<file path="config.mk">
export PLATFORM = sky130hd
export DESIGN_NAME = mac_sequencer
export DESIGN_NICKNAME = d
export VERILOG_FILES = /design/src/rtl/mac_sequencer.sv
export SDC_FILE = /design/constraint.sdc
export NUM_CORES = 1
export LEC_CHECK = 0
export CAP_MARGIN = 5
export CORE_MARGIN = 2
export CORE_UTILIZATION = 30
export CTS_CLUSTER_DIAMETER = 120
export DETAILED_ROUTE_END_ITERATION = 8
export SYNTH_ARGS = -nofsm -noshare
export SYNTH_HDL_FRONTEND = slang
export SYNTH_SLANG_ARGS = --single-unit
</file>
<file path="constraint.sdc">
create_clock -name clk -period 2.7 [get_ports clk]
set_input_delay 0.81 -clock clk [delete_from_list [all_inputs] [get_ports clk]]
set_output_delay 0.81 -clock clk [all_outputs]
set_load 0.005 [all_outputs]
</file>
<file path="src/rtl/mac_sequencer.sv">
// Control sequencer for one MAC lane: handshakes operand pairs, launches the
// multiplier, strobes the two-phase accumulator and tracks completed pairs.
module mac_sequencer #(
    parameter int LEN_W = 8
) (
    input  logic             clk,
    input  logic             reset,
    input  logic             start,
    input  logic [LEN_W-1:0] length,
    input  logic             abort,
    input  logic             in_valid,
    output logic             in_ready,
    output logic             mul_start,
    input  logic             mul_done,
    output logic             add,
    output logic             acc_clr,
    output logic             busy,
    output logic             done,
    output logic [LEN_W-1:0] count
);

    typedef enum logic [2:0] {
        IDLE,
        CLEAR,
        WAIT_IN,
        MUL_GO,
        MUL_WAIT,
        ADD_HI,
        ADD_LO,
        DONE
    } state_t;

    state_t           state_reg, state_next;
    logic [LEN_W-1:0] len_reg, len_next;
    logic [LEN_W-1:0] count_reg, count_next;
    logic             zero_job;

    logic in_ready_reg, in_ready_next;
    logic mul_start_reg, mul_start_next;
    logic add_reg, add_next;
    logic acc_clr_reg, acc_clr_next;
    logic busy_reg, busy_next;
    logic done_reg, done_next;

    // State, bookkeeping and output flops; outputs are registered copies of
    // the decode of the upcoming state so `add` never glitches downstream.
    always_ff @(posedge clk or negedge reset) begin
        if (!reset) begin
            state_reg     <= IDLE;
            len_reg       <= '0;
            count_reg     <= '0;
            in_ready_reg  <= 1'b0;
            mul_start_reg <= 1'b0;
            add_reg       <= 1'b0;
            acc_clr_reg   <= 1'b0;
            busy_reg      <= 1'b0;
            done_reg      <= 1'b0;
        end else begin
            state_reg     <= state_next;
            len_reg       <= len_next;
            count_reg     <= count_next;
            in_ready_reg  <= in_ready_next;
            mul_start_reg <= mul_start_next;
            add_reg       <= add_next;
            acc_clr_reg   <= acc_clr_next;
            busy_reg      <= busy_next;
            done_reg      <= done_next;
        end
    end

    always_comb begin
        state_next = state_reg;
        len_next   = len_reg;
        count_next = count_reg;
        zero_job   = 1'b0;
        // Abort wins over everything while a job is active; count is left alone.
        if (abort && state_reg != IDLE && state_reg != DONE) begin
            state_next = IDLE;
        end else begin
            case (state_reg)
                IDLE: begin
                    if (start) begin
                        len_next   = length;
                        count_next = '0;
                        if (length == '0) begin
                            state_next = DONE;
                            zero_job   = 1'b1;
                        end else begin
                            state_next = CLEAR;
                        end
                    end
                end
                CLEAR:    state_next = WAIT_IN;
                WAIT_IN:  if (in_valid) state_next = MUL_GO;
                MUL_GO:   state_next = MUL_WAIT;
                MUL_WAIT: if (mul_done) state_next = ADD_HI;
                ADD_HI:   state_next = ADD_LO;
                ADD_LO: begin
                    count_next = count_reg + LEN_W'(1);
                    state_next = (count_next == len_reg) ? DONE : WAIT_IN;
                end
                DONE:     state_next = IDLE;
                default:  state_next = IDLE;
            endcase
        end
    end

    always_comb begin
        in_ready_next  = (state_next == WAIT_IN);
        mul_start_next = (state_next == MUL_GO);
        add_next       = (state_next == ADD_HI);
        // A zero-length job still clears the accumulator, in its DONE cycle.
        acc_clr_next   = (state_next == CLEAR) || zero_job;
        busy_next      = (state_next != IDLE) && (state_next != DONE);
        done_next      = (state_next == DONE);
    end

    assign in_ready  = in_ready_reg;
    assign mul_start = mul_start_reg;
    assign add       = add_reg;
    assign acc_clr   = acc_clr_reg;
    assign busy      = busy_reg;
    assign done      = done_reg;
    assign count     = count_reg;

endmodule

</file>
======== After elaboration in Yosys (flattened, before gate mapping) ========
Cells that the tools add are included.
Widths: inputs -> output; s select.
word-level totals
  register bits ........................... 25
  bits in latches ......................... 0
  RAM bits ................................ 0
  memory bits (read-only) ................. 0
  bits of input ports ..................... 14
  output and inout bits ................... 14
  memories ................................ 0
operators by class
  $add $sub $neg .......................... 1
  multipliers ............................. 0
  div/mod/pow operators ................... 0
  magnitude comparators ................... 0
  equal/unequal tests ..................... 16
  shift-type cells ........................ 0
  multiplexer cells ....................... 13
  bitwise operators ....................... 1
  reductions and logical operators ........ 11
operator list
  kind                 count
  $pmux 3 s8           1
  $eq 3x3->1 const B   6
  $mux 3               6
  $pmux 8 s2           1
  $eq 3x2->1 const B   4
  $add 8x1->8 const B  1
  $eq 8x8->1           1
  $logic_not 8->1      1
  $mux 8               1
  $eq 3x1->1 const B   2
  $ne 3x3->1 const B   2
  $reduce_and 3->1     2
  $reduce_bool 3->1    2
  $mux 1               4
  $logic_and 1x1->1    3
  $logic_not 3->1      1
  $ne 2x2->1 const B   1
  $reduce_bool 2->1    1
  $logic_or 1x1->1     1
  $not 1->1            1

======== Depth between registers and ports, before layout ========
Gate-level depths: netlist (run 1).
  word-level depth ........................ 7
  depth in mapped cells ................... 8
  gate-level depth less buffers ........... 7

======== Least setup slack after synthesis (run 1) ========
No wires, ideal clock.
  path kind ............................... register -> register
  start ................................... register count_reg[0], in the netlist count[0]
  end ..................................... register busy_reg, in the netlist busy
  arrival time ............................ 1,816 ps
  required time ........................... 2,567 ps
  slack ................................... 751 ps
  stages on the path, launching flop included .. 8
  buffers on the path ..................... 0
  period minus slack after synthesis ...... 1,949 ps
  cell sequence ........................... dfrtp_1 ha_1 xor2_1 nor3_1 o2111ai_1 a2111oi_4 nand3b_1 o221ai_2
between the ends
  word-level cells in the longest chain between the ends .. 7
RTL lines
  element                                                 line  source
  start: declaration                                      35    logic [LEN_W-1:0] count_reg, count_next;
  start signal: assignment                                61    count_reg <= count_next;
  $add 8x1->8 *                                           99    count_next = count_reg + LEN_W'(1);
  $eq 8x8->1 *                                            100   state_next = (count_next == len_reg) ? DONE : WAIT_IN;
  $mux 3 *                                                100
  $pmux 3 s8 *                                            80    case (state_reg)
  $mux 3 *                                                77    if (abort && state_reg != IDLE && state_reg != DONE) begin
  $ne 3x3->1 / $reduce_bool 3->1 (equally long branches)  114   busy_next = (state_next != IDLE) && (state_next != DONE);
  $logic_and 1x1->1 *                                     114
  via busy_next                                           42    logic busy_reg, busy_next;
  end signal: assignment                                  66    busy_reg <= busy_next;
  end: declaration                                        42
The timed path passes the listed nets; every way through them passes the cells marked *.
A chain may end at the register's enable or synchronous reset.

======== Worst setup path in the final report (run 1) ========
  start ................................... register count_reg[2], in the netlist count[2]
  end ..................................... output count[2]
RTL lines
  element           line  source
  end: declaration  19    output logic [LEN_W-1:0] count
No word-level cell between the ends.

==> flow_metrics.env, run 1 <==
export IMPL_min_period_over_period=0.820
export IMPL_syn_area_sq_mm=0.00147
export IMPL_placementRows=25
export IMPL_cp_data_arrival_time_ps=1400
export IMPL_synth_top_area_frac=0.427
export IMPL_nNetsFinal=203
export IMPL_avgViaCountPerCell=4.72
export IMPL_cellPowerDensity_mw_per_mm2=732
export IMPL_core_area_sq_mm=0.00472
export IMPL_clkTransAtPathRegs_ps=80
export IMPL_io_pins=28
export IMPL_numPlacedInstances=250
export IMPL_clock_sinks=25
export IMPL_drt_first_pass_iters=4
export IMPL_die_x_um=73.9
export IMPL_relSlewSlack=0.687
export IMPL_antenna_diode_count=0
export IMPL_yosysWarningCount=0
export IMPL_cts_root_to_sink_buffers=2
export IMPL_num_vias=1199
export IMPL_ys_ff_latch=25
export IMPL_ys_async_sr_fraction=1.00
export IMPL_root_buffer="clkbuf_8"
export IMPL_finalSetupTns_ps=0
export IMPL_finClkSkew_ps=3.53
export IMPL_tightest_slew_ps=469
export IMPL_slew_viol_final=0
export IMPL_p_leak_nw=0.755
export IMPL_layout_min_cycle_time_ps=2210
export IMPL_post_layout_nonfiller_instances=254
export IMPL_end_kind="output port"
export IMPL_ys_types=46
export IMPL_final_common_cell="nand2_1"
export IMPL_grt_max_degree=26
export IMPL_ir_worst_vdd_v=0.000303
export IMPL_min_to="len_reg[0]"
export IMPL_cts_tree="done"
export IMPL_max_cap_violations=0
export IMPL_finalSetupViolCount=0
export IMPL_fmax_mhz=452
export IMPL_place_hpwl_um=2340
export IMPL_reg2regPathDepth=7
export IMPL_synth_nets=173
export IMPL_yosys_top_cells_area="dfrtp_1 (43%), nand2_1 (8.7%), o21ai_0 (4.4%)"
export IMPL_r2r_slack_ps=500
export IMPL_ys_seq_area_frac=0.427
export IMPL_cts_setup_buffers=0
export IMPL_rsz0062_at_grt="no"
export IMPL_crit_chain="clkdlybuf4s50_1"
export IMPL_ctsHoldBuffers=0
export IMPL_grt_pass1_wl_um=5310
export IMPL_grt_pass1_vias=1113
export IMPL_synth_edff_count=0
export IMPL_grt_overflow=0
export IMPL_drive_gt1_frac=0.123
export IMPL_layout_common_cells="nand2_1 (34), clkdlybuf4s50_1 (27), dfrtp_1 (25)"
export IMPL_startpoint_type="register"
export IMPL_ant_nets=0
export IMPL_slowest_delay_ps=580
export IMPL_required_ps=1890
export IMPL_wire_per_inst_um=12.0
export IMPL_drt_iter0_markers=70
export IMPL_cts_repair_resized=0
export IMPL_wl_um=3060
export IMPL_die_h_um=73.9
export IMPL_gp_congestion=0.796
export IMPL_cts_buffers=3
export IMPL_crit_path_top_delay_cell="clkdlybuf4s50_1"
export IMPL_hold_class="register to register"
export IMPL_nFillCells=481
export IMPL_synthCells=158
export IMPL_gr_usage_all_layers=0.126
export IMPL_clkLatencyLatePin_ps=270
export IMPL_syn_avg_cell_area_sq_um=9.28
export IMPL_path_buf_inv=1
export IMPL_timing_rr_end="busy"
export IMPL_synth_top_area_cell="dfrtp_1"
export IMPL_io_buffers=27
export IMPL_syn2layout_area_growth_pct=26.5
export IMPL_whs_path_depth=2
export IMPL_remaining_drc_errors=0
export IMPL_finalHoldViolations=0
export IMPL_die_area_sq_mm=0.00546
export IMPL_crit_path_max_fanout=11
export IMPL_crit_type="register to output port"
export IMPL_synth_top_flop_cell="dfrtp_1"
export IMPL_hold_start="len_reg[0]"
export IMPL_htreeDepth=1
export IMPL_antenna_found_initial=0
export IMPL_outcome="completed"
export IMPL_path_delay_family="buffers and inverters"
export IMPL_worstReg2RegStart="count[0]"
export IMPL_initial_utilization=0.310
==> report_power, final <==
part / switching (W) / internal [W]
clock network: 0.000115 / 0.000106
registers: 0.000106 / 0.000475
logic: 0.000290 / 0.000268
==> cell usage after synthesis, types with 2 or more instances <==
master    count
xnor2_2       2
xor2_1        4
dfrtp_1      25
a21oi_1       5
inv_1         4
mux2i_1       3
nor2_1        8
nand3b_1      3
buf_6         2
nor2b_1       2
nand3_1       7
xnor2_1       5
nor3_1        2
buf_2         2
nand2_1      34
o21ai_0      13
and2_1        3
clkbuf_1      2
nor4_1        2
o21a_1        3
and3_2        2
==> stage by stage <==
stage | utilization | power (W) | setup slack, ps | hold slack, ps | cell area [sq um]
floorplan | - | 0.000964 | 751 | 465 | 1470
global placement | 0.383 | 0.00114 | 275 | 485 | 1810
detailed placement | 0.383 | 0.00115 | 182 | 486 | 1810
CTS | 0.393 | 0.00138 | 477 | 508 | 1860
global route | 0.393 | 0.00147 | 360 | 522 | 1860
finish | 0.393 | 0.00136 | 487 | 503 | 1860
==> routing by layer <==
metal	global-route usage	vias up	routed length (um)
li1	-	613	-
met1	0.181	557	1580
met2	0.189	27	1330
met3	0.0288	2	111
met4	0.0364	0	27
met5	0	-	0
==> tightest hold or removal path: stages, from the launching register on <==
cell	delay [ps]
dfrtp_1	370
nand2_1	50
nand2_1	50
==> logic make-up (layout without fill, tap and decap cells) <==
logic type	Yosys count	count (layout)	share of synthesized area
simple gates	73	73	0.261
flops	25	25	0.427
xor+xnor	11	11	0.0759
compound gates	33	33	0.159
fa+ha+maj	1	1	0.00853
buf+inv	11	40	0.0410
mux	4	4	0.0282
==> cell type report <==
type                       count  area, sq um  share of cell area
multi-input combinational    122          781               0.421
sequential                    25          626               0.337
timing repair buffer          31          300               0.162
tap                           67         83.8              0.0452
clock buffer                   4         45.0              0.0243
inverter                       5         20.0              0.0108
==> how the worst max path moves through the flow <==
stage	startpoint	endpoint	slack, ps	cells after the start
after floorplan	count[0]	busy	750	7
after global placement	length[0]	busy	270	6
after detailed placement	start	busy	180	7
after CTS	count[2]	count[2]	480	1
after global routing	count[0]	busy	360	7
final	count[2]	count[2]	490	1
Note: power is estimated with default switching activity, not from simulation.
==> run 2: changes to the inputs <==
==> constraint.sdc (replaced) <==
create_clock -name clk -period 1.88 [get_ports clk]
set_input_delay 0.564 -clock clk [delete_from_list [all_inputs] [get_ports clk]]
set_output_delay 0.564 -clock clk [all_outputs]
set_load 0.005 [all_outputs]
==> flow_metrics.env, run 2 (synthesized netlist as in run 1, its figures left out) <==
export IMPL_outcome="finished with violations"
export IMPL_violations="setup timing"
export IMPL_root_buffer="clkbuf_8"
export IMPL_grt_pass1_vias=1340
export IMPL_max_cap_violations=0
export IMPL_antenna_found_initial=0
export IMPL_required_ps=2050
export IMPL_htreeDepth=1
export IMPL_dr_wl_met3_um=82
export IMPL_core_area_sq_mm=0.00472
export IMPL_die_area_sq_mm=0.00546
export IMPL_layout_common_cells="buf_4 (46), nand2_1 (34), clkdlybuf4s50_1 (21)"
export IMPL_nNetsFinal=248
export IMPL_worstReg2RegStart="count[1]"
export IMPL_grt_pass1_wl_um=6400
export IMPL_ctsHoldBuffers=0
export IMPL_die_x_um=73.9
export IMPL_num_vias=1375
export IMPL_remaining_drc_errors=0
export IMPL_fin_ws_ps=-40.0
export IMPL_clock_sinks=25
export IMPL_drt_iter0_markers=80
export IMPL_total_power_w=0.00224
export IMPL_final_common_cell="buf_4"
export IMPL_numPlacedInstances=287
export IMPL_end_kind="register"
export IMPL_pre_cts_slack_ps=-381
export IMPL_io_buffers=27
export IMPL_fmax_mhz=521
export IMPL_p_leak_nw=1.08
export IMPL_crit_path_max_fanout=4
export IMPL_antenna_diode_count=0
export IMPL_crit_type="register to register"
export IMPL_gr_usage_all_layers=0.153
export IMPL_placementRows=25
export IMPL_finalHoldViolations=0
export IMPL_ir_worst_vdd_v=0.000439
export IMPL_clkTransAtPathRegs_ps=90
export IMPL_cts_root_to_sink_buffers=2
export IMPL_hold_start="len_reg[5]"
export IMPL_place_hpwl_um=2770
export IMPL_slew_viol_final=0
export IMPL_initial_utilization=0.310
export IMPL_final_util=0.490
export IMPL_gp_congestion=0.755
export IMPL_wl_met1_um=1880
export IMPL_avgViaCountPerCell=4.60
export IMPL_wl_um=3730
export IMPL_grt_max_degree=26
export IMPL_relSlewSlack=0.652
export IMPL_finClkSkew_ps=3.70
export IMPL_top_layer_used="met4"
export IMPL_hold_class="register to register"
export IMPL_tightest_slew_ps=507
export IMPL_wire_per_inst_um=12.5
export IMPL_min_period_over_period=1.02
export IMPL_cp_startpoint="count[1]"
export IMPL_rsz0062_at_grt="yes"
export IMPL_syn2layout_area_growth_pct=57.8
export IMPL_post_layout_nonfiller_instances=299
export IMPL_ant_nets=0
export IMPL_drt_first_pass_iters=4
export IMPL_cts_buffers=3
export IMPL_startpoint_type="register"
export IMPL_io_pins=28
export IMPL_cts_tree="done"
export IMPL_finalSetupViolCount=3
export IMPL_grt_overflow=0
export IMPL_cellPowerDensity_mw_per_mm2=967
export IMPL_layout_min_cycle_time_ps=1920
export IMPL_cp_data_arrival_time_ps=2090
export IMPL_clkLatencyLatePin_ps=270
export IMPL_die_h_um=73.9
export IMPL_wl_met2_um=1730
export IMPL_drive_gt1_frac=0.366
[run 2: cell types whose count changed in the layout (fill, tap and decap cells not counted), sizes merged]
cell / previous run / this run
clkdlybuf4s50: 27 / 21
dlygate4sd2: 0 / 1
dlymetal6s2s: 0 / 5
buf: 4 / 49
[run 2: repair_timing]
item | 4_1_cts | 5_1_grt
setup buffers | 6 | 2
setup endpoints to repair | 11 | 13
pin swaps | 8 | 0
resized for setup | 21 | 9
[run 2: per-layer routing]
metal  vias up  track usage
met3         2       0.0165
met4         0       0.0364
li1        703            -
met1       651        0.217
met2        19        0.252
met5         -            0
[run 2: final timing paths]
path / endpoint / slack, ps / cells past startpoint
setup / recovery: in_ready / -40 / 8
hold / removal: len_reg[5] / 510 / 2
setup reg to reg: in_ready / -40 / 8
hold reg to reg: len_reg[5] / 510 / 2
max in group asynchronous: count[5] / 950 / 2
min in group asynchronous: in_ready / 650 / 2
[run 2: stage by stage]
stage | area, sq um | TNS (ps) | hold slack, ps
2_1_floorplan | 1480 | 0 | 268
3_3_place_gp | 2100 | -2910 | 486
3_5_place_dp | 2100 | -2860 | 493
4_1_cts | 2270 | -1.72 | 516
5_1_grt | 2310 | -796 | 529
6_report | 2310 | -58.8 | 510
[run 2: worst max-delay path, stage by stage, from the launching register on]
cell,delay [ps]
dfrtp_2,450
and3_4,200
buf_4,130
and3_4,180
xnor2_2,180
a2111oi_4,70
buf_4,170
buf_4,140
a2111oi_4,300
[run 2: cell type report]
| class | instances | area [sq um] |
|---|---|---|
| Fill cell | 456 | 2410 |
| Multi-Input combinational cell | 122 | 871 |
| Timing Repair Buffer | 76 | 661 |
| Sequential cell | 25 | 633 |
| Tap cell | 67 | 83.8 |
| Clock buffer | 4 | 45.0 |
| Inverter | 5 | 20.0 |
[run 2: where the power goes]
| part | total [W] | switching, W | internal (W) | leakage [nW] |
|---|---|---|---|---|
| sequential | 0.000787 | 0.000105 | 0.000682 | 0.320 |
| clock | 0.000327 | 0.000176 | 0.000152 | 0.0228 |
| combinational | 0.00112 | 0.000558 | 0.000564 | 0.739 |
| total | 0.00224 | 0.000839 | 0.00140 | 1.08 |
==> run 3: changes to the inputs <==
--- a/config.mk
+++ b/config.mk
@@ -6,7 +6,7 @@
 export NUM_CORES = 1
 export LEC_CHECK = 0
 export CAP_MARGIN = 5
-export CORE_MARGIN = 2
+export CORE_MARGIN = 3
 export CORE_UTILIZATION = 30
 export CTS_CLUSTER_DIAMETER = 120
 export DETAILED_ROUTE_END_ITERATION = 8
==> constraint.sdc (replaced) <==
create_clock -name clk -period 1.85 [get_ports clk]
set_input_delay 0.555 -clock clk [delete_from_list [all_inputs] [get_ports clk]]
set_output_delay 0.555 -clock clk [all_outputs]
set_load 0.005 [all_outputs]
==> flow_metrics.env, run 3 (synthesized netlist as in run 1, its figures left out) <==
export IMPL_ir_worst_vdd_v=0.000442
export IMPL_crit_type="register to register"
export IMPL_io_pins=28
export IMPL_path_buf_inv=1
export IMPL_antenna_diode_count=0
export IMPL_violations="setup timing"
export IMPL_post_layout_nonfiller_instances=293
export IMPL_hold_start="len_reg[7]"
export IMPL_outcome="finished with violations"
export IMPL_grt_overflow=0
export IMPL_finClkSkew_ps=2.95
export IMPL_drt_iter0_markers=34
export IMPL_gr_usage_all_layers=0.136
export IMPL_crit_chain="ha_4 -> xor2_1 -> nor3_2 -> o2111ai_2 -> a2111oi_4 -> buf_4 -> nand3b_1 -> o221ai_2"
export IMPL_gp_congestion=0.776
export IMPL_core_area_sq_mm=0.00453
export IMPL_numPlacedInstances=279
export IMPL_drive_gt1_frac=0.364
export IMPL_relSlewSlack=0.775
export IMPL_drt_first_pass_iters=4
export IMPL_cp_data_arrival_time_ps=2050
export IMPL_wire_per_inst_um=13.0
export IMPL_finalHoldViolations=0
export IMPL_clkTransAtPathRegs_ps=90
export IMPL_nFillCells=430
export IMPL_cts_tree="done"
export IMPL_required_ps=2000
export IMPL_tightest_slew_ps=333
export IMPL_root_buffer="clkbuf_8"
export IMPL_max_cap_violations=0
export IMPL_htreeDepth=1
export IMPL_slowest_delay_ps=460
export IMPL_ant_nets=0
export IMPL_final_common_cell="buf_4"
export IMPL_total_power_w=0.00225
export IMPL_die_area_sq_mm=0.00576
export IMPL_wl_um=3800
export IMPL_layout_common_cells="buf_4 (39), nand2_1 (34), dfrtp_1 (19)"
export IMPL_layout_min_cycle_time_ps=1900
export IMPL_cts_root_to_sink_buffers=2
export IMPL_cts_buffers=3
export IMPL_avgViaCountPerCell=4.62
export IMPL_hold_class="register to register"
export IMPL_fin_ws_ps=-53.0
export IMPL_grt_pass1_vias=1353
export IMPL_crit_path_max_fanout=5
export IMPL_rsz0062_at_grt="yes"
export IMPL_startpoint_type="register"
export IMPL_grt_pass1_wl_um=6400
export IMPL_die_x_um=75.9
export IMPL_placementRows=24
export IMPL_remaining_drc_errors=0
export IMPL_finalSetupViolCount=5
export IMPL_syn2layout_area_growth_pct=54.9
export IMPL_nNetsFinal=244
export IMPL_io_buffers=27
export IMPL_min_period_over_period=1.03
export IMPL_worstReg2RegStart="count[1]"
export IMPL_grt_max_degree=26
export IMPL_num_vias=1353
export IMPL_end_kind="register"
export IMPL_fmax_mhz=525
export IMPL_die_h_um=75.9
export IMPL_clkLatencyLatePin_ps=270
export IMPL_slew_viol_final=0
export IMPL_crit_path_top_delay_cell="dfrtp_2"
export IMPL_initial_utilization=0.323
export IMPL_clock_sinks=25
export IMPL_cp_startpoint="count[1]"
export IMPL_antenna_found_initial=0
export IMPL_cellPowerDensity_mw_per_mm2=993
export IMPL_path_delay_family="flip-flops"
export IMPL_p_leak_nw=1.07
export IMPL_place_hpwl_um=2780
export IMPL_final_util=0.501
[run 3: changes by cell type in the layout (fill, tap and decap cells not counted), sizes merged]
cell / change
buf: -4
clkdlybuf4s50: -3
dlygate4sd2: +2
clkbuf: -1
clkinv: +1
dlymetal6s2s: +1
[run 3: layout make-up]
| cell class | count | area [sq um] | area share |
|---|---|---|---|
| Multi-Input combinational cell | 122 | 848 | 0.374 |
| Timing Repair Buffer | 72 | 642 | 0.283 |
| Sequential cell | 25 | 633 | 0.279 |
| Tap cell | 65 | 81.3 | 0.0358 |
| Clock buffer | 3 | 41.3 | 0.0182 |
| Inverter | 5 | 20.0 | 0.00882 |
| Clock inverter | 1 | 5.00 | 0.00220 |
[run 3: worst paths after layout]
kind / cells past startpoint / slack [ps] / end
max: 8 / -50 / busy
min: 2 / 500 / len_reg[7]
max reg2reg: 8 / -50 / busy
min reg2reg: 2 / 500 / len_reg[7]
max in group asynchronous: 2 / 940 / count[3]
min in group asynchronous: 2 / 650 / count[2]
[run 3: per-layer routing]
metal	global-route usage	part of all wire	wire length (um)	vias to the layer above
met2	0.220	0.46	1760	33
met5	0	0	0	-
met4	0.0471	0.015	57	0
li1	-	-	-	690
met3	0.0332	0.042	158	4
met1	0.178	0.48	1820	626
[run 3: where the power goes]
part	switching [W]	internal, W
logic	0.000550	0.000580
registers	0.000104	0.000693
clock network	0.000176	0.000151
[run 3: what timing repair did]
item,4_1_cts,5_1_grt
hold buffers,0,0
buffers inserted,6,4
pin swaps,2,5
setup endpoints to repair,11,17
gates resized for setup,14,19
[run 3: tightest hold or removal path: cells and delay by family (launching register included)]
family	cells	cell delay [ps]
flip-flops	1	370
AND/OR/NAND/NOR	2	110
[run 3: per-stage QoR]
step	hold WS [ps]	worst slack [ps]	setup TNS, ps	cell area [sq um]
finish	502	-53.0	-144	2270
global route	536	-134	-579	2270
CTS	512	-48.5	-164	2190
detailed placement	489	-350	-3550	2060
global placement	487	-312	-3280	2060
floorplan	259	-26.0	-26.0	1480
